File: config.mk
export PLATFORM = sky130hd
export DESIGN_NAME = burst_write_master
export DESIGN_NICKNAME = d
export VERILOG_FILES = /design/src/rtl/burst_write_master.sv
export SDC_FILE = /design/constraint.sdc
export NUM_CORES = 1
export LEC_CHECK = 0
export CAP_MARGIN = 20
export CORE_MARGIN = 5
export CORE_UTILIZATION = 24
export DETAILED_ROUTE_END_ITERATION = 8
export PLACE_DENSITY = 0.45
export SLEW_MARGIN = 10
export SYNTH_ARGS = -nofsm -noshare
export SYNTH_HDL_FRONTEND = slang
export SYNTH_SLANG_ARGS = --single-unit
File: constraint.sdc
create_clock -name clk -period 3.9 [get_ports clk]
set_input_delay 0.585 -clock clk [delete_from_list [all_inputs] [get_ports clk]]
set_output_delay 0.585 -clock clk [all_outputs]
set_load 0.02 [all_outputs]
File: src/rtl/burst_write_master.sv
// Avalon-MM burst write master programmed over a small CSR bank.
// User logic fills a showahead FIFO; the FSM drains it to memory in bursts
// of up to MAXBURSTCOUNT beats until LENGTH bytes are written, then flags done.
// Handshake: a beat transfers on a rising clk edge where master_write=1 and
// master_waitrequest=0; address, burstcount and data hold while stalled.
module burst_write_master #(
    parameter int DATAWIDTH       = 32,
    parameter int BYTEENABLEWIDTH = 4,
    parameter int ADDRESSWIDTH    = 32,
    parameter int MAXBURSTCOUNT   = 8,
    parameter int BURSTCOUNTWIDTH = 4,
    parameter int FIFODEPTH       = 32,
    parameter int FIFODEPTH_LOG2  = 5
) (
    input  logic                       clk,
    input  logic                       reset_n,
    input  logic [2:0]                 avs_csr_address,
    input  logic                       avs_csr_write,
    input  logic [31:0]                avs_csr_writedata,
    output logic [31:0]                avs_csr_readdata,
    output logic                       irq,
    input  logic                       user_write_buffer,
    input  logic [DATAWIDTH-1:0]       user_buffer_data,
    output logic                       user_buffer_full,
    output logic [ADDRESSWIDTH-1:0]    master_address,
    output logic                       master_write,
    output logic [BYTEENABLEWIDTH-1:0] master_byteenable,
    output logic [BURSTCOUNTWIDTH-1:0] master_burstcount,
    output logic [DATAWIDTH-1:0]       master_writedata,
    input  logic                       master_waitrequest,
    output logic [1:0]                 state_dbg
);

    localparam int BE_LOG2 = $clog2(BYTEENABLEWIDTH);
    localparam logic [31:0] LOW_MASK = 32'(BYTEENABLEWIDTH - 1);
    localparam logic [31:0] BEAT_BYTES = 32'(BYTEENABLEWIDTH);

    typedef enum logic [1:0] {IDLE, WAIT_DATA, BURST, DRAIN} state_t;

    state_t                     state;
    logic [ADDRESSWIDTH-1:0]    base_reg;
    logic [31:0]                length_reg;
    logic [31:0]                remain;
    logic                       irq_en;
    logic                       fixed;
    logic                       done;
    logic                       aborted;
    logic                       abort_pend;
    logic [BURSTCOUNTWIDTH-1:0] beat_cnt;
    logic [BURSTCOUNTWIDTH-1:0] beats_next;
    logic [31:0]                words_left;

    logic [DATAWIDTH-1:0]       fifo_mem [FIFODEPTH];
    logic [FIFODEPTH_LOG2-1:0]  wr_ptr;
    logic [FIFODEPTH_LOG2-1:0]  rd_ptr;
    logic [FIFODEPTH_LOG2:0]    fifo_level;
    logic                       fifo_full;
    logic                       fifo_empty;
    logic                       push;
    logic                       pop;
    logic                       flush;

    logic csr_ctrl_wr;
    logic csr_status_wr;
    logic go;
    logic abort_req;

    assign csr_ctrl_wr   = avs_csr_write && (avs_csr_address == 3'd0);
    assign csr_status_wr = avs_csr_write && (avs_csr_address == 3'd1);
    assign go            = csr_ctrl_wr && avs_csr_writedata[0];
    assign abort_req     = csr_ctrl_wr && avs_csr_writedata[2];

    // A full FIFO still accepts a push when a pop frees a slot in the same cycle.
    assign fifo_full  = (fifo_level == (FIFODEPTH_LOG2 + 1)'(FIFODEPTH));
    assign fifo_empty = (fifo_level == '0);
    assign pop        = master_write && !master_waitrequest;
    assign push       = user_write_buffer && (!fifo_full || pop);
    assign flush      = (state == DRAIN);

    assign user_buffer_full  = fifo_full;
    assign master_byteenable = master_write ? '1 : '0;
    assign master_writedata  = master_write ? fifo_mem[rd_ptr] : '0;
    assign irq               = done && irq_en;
    assign state_dbg         = state;

    // Burst size for the next burst: capped by MAXBURSTCOUNT and remaining words.
    always_comb begin
        words_left = remain >> BE_LOG2;
        beats_next = '0;
        if (fixed)
            beats_next = BURSTCOUNTWIDTH'(1);
        else if (words_left >= 32'(MAXBURSTCOUNT))
            beats_next = BURSTCOUNTWIDTH'(MAXBURSTCOUNT);
        else
            beats_next = words_left[BURSTCOUNTWIDTH-1:0];
    end

    // FIFO storage; contents need no reset because the pointers gate visibility.
    always_ff @(posedge clk) begin
        if (push && !flush)
            fifo_mem[wr_ptr] <= user_buffer_data;
    end

    // FIFO pointers and level; DRAIN empties it in one cycle and drops that cycle's push.
    always_ff @(posedge clk or negedge reset_n) begin
        if (!reset_n) begin
            wr_ptr     <= '0;
            rd_ptr     <= '0;
            fifo_level <= '0;
        end else if (flush) begin
            wr_ptr     <= '0;
            rd_ptr     <= '0;
            fifo_level <= '0;
        end else begin
            if (push) wr_ptr <= wr_ptr + 1'b1;
            if (pop)  rd_ptr <= rd_ptr + 1'b1;
            if (push && !pop)
                fifo_level <= fifo_level + 1'b1;
            else if (pop && !push)
                fifo_level <= fifo_level - 1'b1;
        end
    end

    // CSR-owned configuration registers; byte offsets within a word are forced to 0.
    always_ff @(posedge clk or negedge reset_n) begin
        if (!reset_n) begin
            base_reg   <= '0;
            length_reg <= '0;
            irq_en     <= 1'b0;
        end else if (avs_csr_write) begin
            case (avs_csr_address)
                3'd0: irq_en     <= avs_csr_writedata[3];
                3'd2: base_reg   <= ADDRESSWIDTH'(avs_csr_writedata & ~LOW_MASK);
                3'd3: length_reg <= avs_csr_writedata & ~LOW_MASK;
                default: ;
            endcase
        end
    end

    // Transfer FSM; the status clear comes first so any FSM set of done/aborted wins.
    always_ff @(posedge clk or negedge reset_n) begin
        if (!reset_n) begin
            state             <= IDLE;
            master_address    <= '0;
            master_write      <= 1'b0;
            master_burstcount <= '0;
            remain            <= '0;
            fixed             <= 1'b0;
            done              <= 1'b0;
            aborted           <= 1'b0;
            abort_pend        <= 1'b0;
            beat_cnt          <= '0;
        end else begin
            if (csr_status_wr) begin
                done    <= 1'b0;
                aborted <= 1'b0;
            end
            case (state)
                IDLE: begin
                    abort_pend <= 1'b0;
                    if (go) begin
                        master_address <= base_reg;
                        remain         <= length_reg;
                        fixed          <= avs_csr_writedata[1];
                        done           <= (length_reg == '0);
                        state          <= (length_reg == '0) ? IDLE : WAIT_DATA;
                    end
                end
                WAIT_DATA: begin
                    if (abort_req || abort_pend) begin
                        state <= DRAIN;
                    end else if (fifo_level >= (FIFODEPTH_LOG2 + 1)'(beats_next)) begin
                        state             <= BURST;
                        master_write      <= 1'b1;
                        master_burstcount <= beats_next;
                        beat_cnt          <= beats_next;
                    end
                end
                BURST: begin
                    if (abort_req)
                        abort_pend <= 1'b1;
                    if (pop) begin
                        remain   <= remain - BEAT_BYTES;
                        beat_cnt <= beat_cnt - 1'b1;
                        if (beat_cnt == BURSTCOUNTWIDTH'(1)) begin
                            master_write      <= 1'b0;
                            master_burstcount <= '0;
                            if (!fixed)
                                master_address <= master_address +
                                    (ADDRESSWIDTH'(master_burstcount) << BE_LOG2);
                            if (abort_pend || abort_req) begin
                                state <= DRAIN;
                            end else if (remain == BEAT_BYTES) begin
                                state <= IDLE;
                                done  <= 1'b1;
                            end else begin
                                state <= WAIT_DATA;
                            end
                        end
                    end
                end
                DRAIN: begin
                    aborted    <= 1'b1;
                    done       <= 1'b1;
                    abort_pend <= 1'b0;
                    state      <= IDLE;
                end
                default: state <= IDLE;
            endcase
        end
    end

    // CSR readback, combinational from the address.
    always_comb begin
        avs_csr_readdata = '0;
        case (avs_csr_address)
            3'd0: avs_csr_readdata = {28'b0, irq_en, 3'b0};
            3'd1: avs_csr_readdata = {27'b0, aborted, fifo_full, fifo_empty,
                                      (state != IDLE), done};
            3'd2: avs_csr_readdata = 32'(base_reg);
            3'd3: avs_csr_readdata = length_reg;
            3'd4: avs_csr_readdata = remain;
            default: avs_csr_readdata = '0;
        endcase
    end

endmodule
==> impl_metrics.env <==
export IMPL_status="finished clean"
export IMPL_syn_inst=2740
export IMPL_antenna_found_initial=8
export IMPL_fmax_mhz=265
export IMPL_core_area_um2=200000
export IMPL_drive_above_1_share=0.253
export IMPL_filler_cell_count=19703
export IMPL_wire_per_inst_um=25.2
export IMPL_via_count=27406
export IMPL_tns_ps=0
export IMPL_cp_data_required_time_ps=3310
export IMPL_vdd_drop_max_v=0.000335
export IMPL_placed_area_um2=54400
export IMPL_regArea_um2=34600
export IMPL_post_route_util=0.299
export IMPL_crit_start="rd_ptr[0]$_DFFE_PN0P_"
export IMPL_ys_seq_area_frac=0.718
export IMPL_cts_sinks=1176
export IMPL_synth_avg_cell_area_um2=17.6
export IMPL_num_io_pins=181
export IMPL_cts_tree="done"
export IMPL_numCtsBuffers=135
export IMPL_htree_levels=4
export IMPL_die_w_um=458
export IMPL_hpwl_um=90600
export IMPL_p_leak_nw=19.2
export IMPL_critPathArrivalTime_ps=3190
export IMPL_slew_viol_final=0
export IMPL_die_area_um2=210000
export IMPL_worst_pin_slew_ps=1090
export IMPL_min_period_ps=3780
export IMPL_post_place_cells=5573
export IMPL_setup_viol=0
export IMPL_drt_total_wl_um=148000
export IMPL_postRouteAntennaNets=0
export IMPL_drt_iter0_markers=2263
export IMPL_synth_edf_count=1024
export IMPL_grt_pass1_wl_um=211000
export IMPL_relSlewSlack=0.271
export IMPL_finalNonFillerCells=5859
export IMPL_r2r_start="remain[14]$_DFFE_PN0P_"
export IMPL_clkSlewWorstSetupHoldPaths_ps=60
export IMPL_gp_congestion=0.796
export IMPL_fin_area_um2=59700
export IMPL_grt_usage=0.138
export IMPL_power_density_nw_per_um2=653
export IMPL_rr_worst_depth=9
export IMPL_syn_area_um2=48100
export IMPL_io_buffers=178
export IMPL_start_util=0.241
export IMPL_clk_path_buf_depth=3
export IMPL_synth_distinct_cells=77
export IMPL_grt_pass1_vias=27713
export IMPL_crit_path_end_kind="primary output"
export IMPL_synth_seq_cells=1176
export IMPL_cap_violations=0
export IMPL_multi_input_area_um2=13300
export IMPL_setup_slack_ps=121
export IMPL_clock_skew_ps=55.0
export IMPL_drt_pre_antenna_iters=8
export IMPL_viasPerCell=4.68
export IMPL_synthArstFlopShare=0.129
export IMPL_finalCritPeriodShare=0.969
export IMPL_largest_register="fifo_mem"
export IMPL_fp_dieH_um=458
export IMPL_ys_warn_count=0
export IMPL_ys_flop_type="edfxtp_1"
export IMPL_largest_reg_flops=1024
export IMPL_area_growth_pct=24.1
export IMPL_grt_setup_unrepaired="no"
export IMPL_hold_violations=0
export IMPL_grt_max_degree=58
export IMPL_nets=3192
export IMPL_clock_root_buffer="clkbuf_16"
export IMPL_insertion_delay_ps=780
export IMPL_critPathKind="flop to primary output"
export IMPL_drc=0
export IMPL_critPathLaunchType="flop"
export IMPL_pre_cts_ws_ps=349
export IMPL_worstPathMaxFanout=13
export IMPL_row_count=164
export IMPL_overflow=0
export IMPL_min_path_type="input port to asynchronous set/reset pin"
[cells in the final DEF, fill, tap and decap left out, types with 24 or more instances in the layout]
cell type and n:
edfxtp_1 1024, mux4_2 192, buf_4 174, mux2i_1 166
dfrtp_1 146, clkdlybuf4s50_1 143, clkbuf_16 136, nand2_1 89
o21ai_0 87, a21oi_1 81, mux2_2 74, nor2_1 67
o221ai_1 52, a211oi_1 38, nor2_4 33, nor3_1 33
a221oi_1 32, nor2b_1 31, clkinv_1 28, nand3_1 28
clkbuf_1 27, o22ai_1 26, a211oi_2 26, clkinv_2 25
ha_1 24
[synthesized netlist by cell type (all sizes together), types with 5 or more instances]
cell type | count | area share
o221ai | 60 | 0.011
and4 | 5 | 0.00091
o22a | 10 | 0.0018
a22oi | 14 | 0.0022
and3 | 8 | 0.0010
nor2 | 101 | 0.0079
o21ai | 100 | 0.010
a221oi | 32 | 0.0058
nor4 | 27 | 0.0039
a21o | 8 | 0.0012
nand4b | 6 | 0.0011
nand3b | 8 | 0.0012
nand2 | 89 | 0.0069
a211oi | 65 | 0.010
nor2b | 32 | 0.0042
o31ai | 5 | 0.00088
o21a | 13 | 0.0020
nand3 | 28 | 0.0029
mux4 | 192 | 0.090
a31oi | 17 | 0.0022
and2 | 6 | 0.00078
a21oi | 85 | 0.0088
edfxtp | 1024 | 0.64
inv | 24 | 0.0019
mux2 | 74 | 0.017
mux2i | 166 | 0.035
nand2b | 15 | 0.0020
nand4 | 17 | 0.0022
xnor2 | 5 | 0.00091
buf | 77 | 0.0080
or4 | 11 | 0.0021
o211ai | 8 | 0.0012
nor3 | 34 | 0.0035
ha | 25 | 0.0065
clkbuf | 100 | 0.0078
dfrtp | 152 | 0.079
o22ai | 27 | 0.0035
or3 | 12 | 0.0016
xor2 | 7 | 0.0013
[per-stage QoR]
stage / hold slack, ps / power (W)
finish: 403 / 0.0390
CTS: 349 / 0.0395
global route: 402 / 0.0408
floorplan: 289 / 0.0220
detailed placement: 477 / 0.0265
global placement: 476 / 0.0264
[per-layer routing]
metal  up-vias  track usage  wire length, um
met4         2       0.0336             2990
li1      11928            -                -
met3       177       0.0228             6970
met1     14541        0.184            64300
met2       758        0.234            73400
met5         -            0               13
[worst max-delay path, stage by stage (launching register included)]
cell	delay, ps
dfrtp_4	570
buf_12	160
buf_4	140
bufbuf_16	290
mux2i_1	160
a221oi_1	280
o21ai_1	180
a211oi_4	430
buf_4	220
[kinds of logic (layout without fill, tap and decap cells)]
family | after synthesis | count (layout) | share of synthesized area
AO/OA/AOI/OAI | 477 | 477 | 0.0677
multiplexers | 432 | 432 | 0.142
other | 1 | 4 | 0.0000779
buffers and inverters | 202 | 662 | 0.0177
flip-flops | 1176 | 1176 | 0.718
adder cells (fa/ha/maj) | 27 | 27 | 0.00733
XOR/XNOR | 12 | 12 | 0.00218
AND/OR/NAND/NOR | 413 | 413 | 0.0451
[where the power goes]
group / total, W / switching [W] / internal, W
Sequential: 0.0156 / 0.00102 / 0.0146
Combinational: 0.0111 / 0.00611 / 0.00503
Clock: 0.0122 / 0.00535 / 0.00688
[final timing paths]
path / to / slack [ps]
min in group clk: base_reg[25]$_DFFE_PN0P_ / 480
hold / removal: length_reg[28]$_DFFE_PN0P_ / 400
hold reg to reg: aborted$_DFFE_PN0P_ / 490
max in group asynchronous: state_dbg[0]$_DFFE_PN0P_ / 2610
setup / recovery: master_writedata[30] / 120
setup reg to reg: state_dbg[1]$_DFFE_PN0P_ / 260
[final cells by class]
class                           count  share of cell area
Inverter                           25             0.00157
Sequential cell                  1176               0.579
Timing Repair Buffer              392              0.0703
Tap cell                         2656              0.0556
Antenna cell                        2           0.0000838
Multi-Input combinational cell   1363               0.222
Clock inverter                     79              0.0123
Clock buffer                      166              0.0592
[what timing repair did]
| action | 4_1_cts | 5_1_grt |
|---|---|---|
| gates resized for setup | 68 | 15 |
| hold buffers | 1 | 0 |
| cloned | 8 | 1 |
| setup buffers | 16 | 2 |
| endpoints found under the setup margin | 34 | 13 |
| hold endpoints to repair | 52 | 0 |
| pin swaps | 3 | 2 |
No activity file was read; power rests on OpenSTA's default activity.
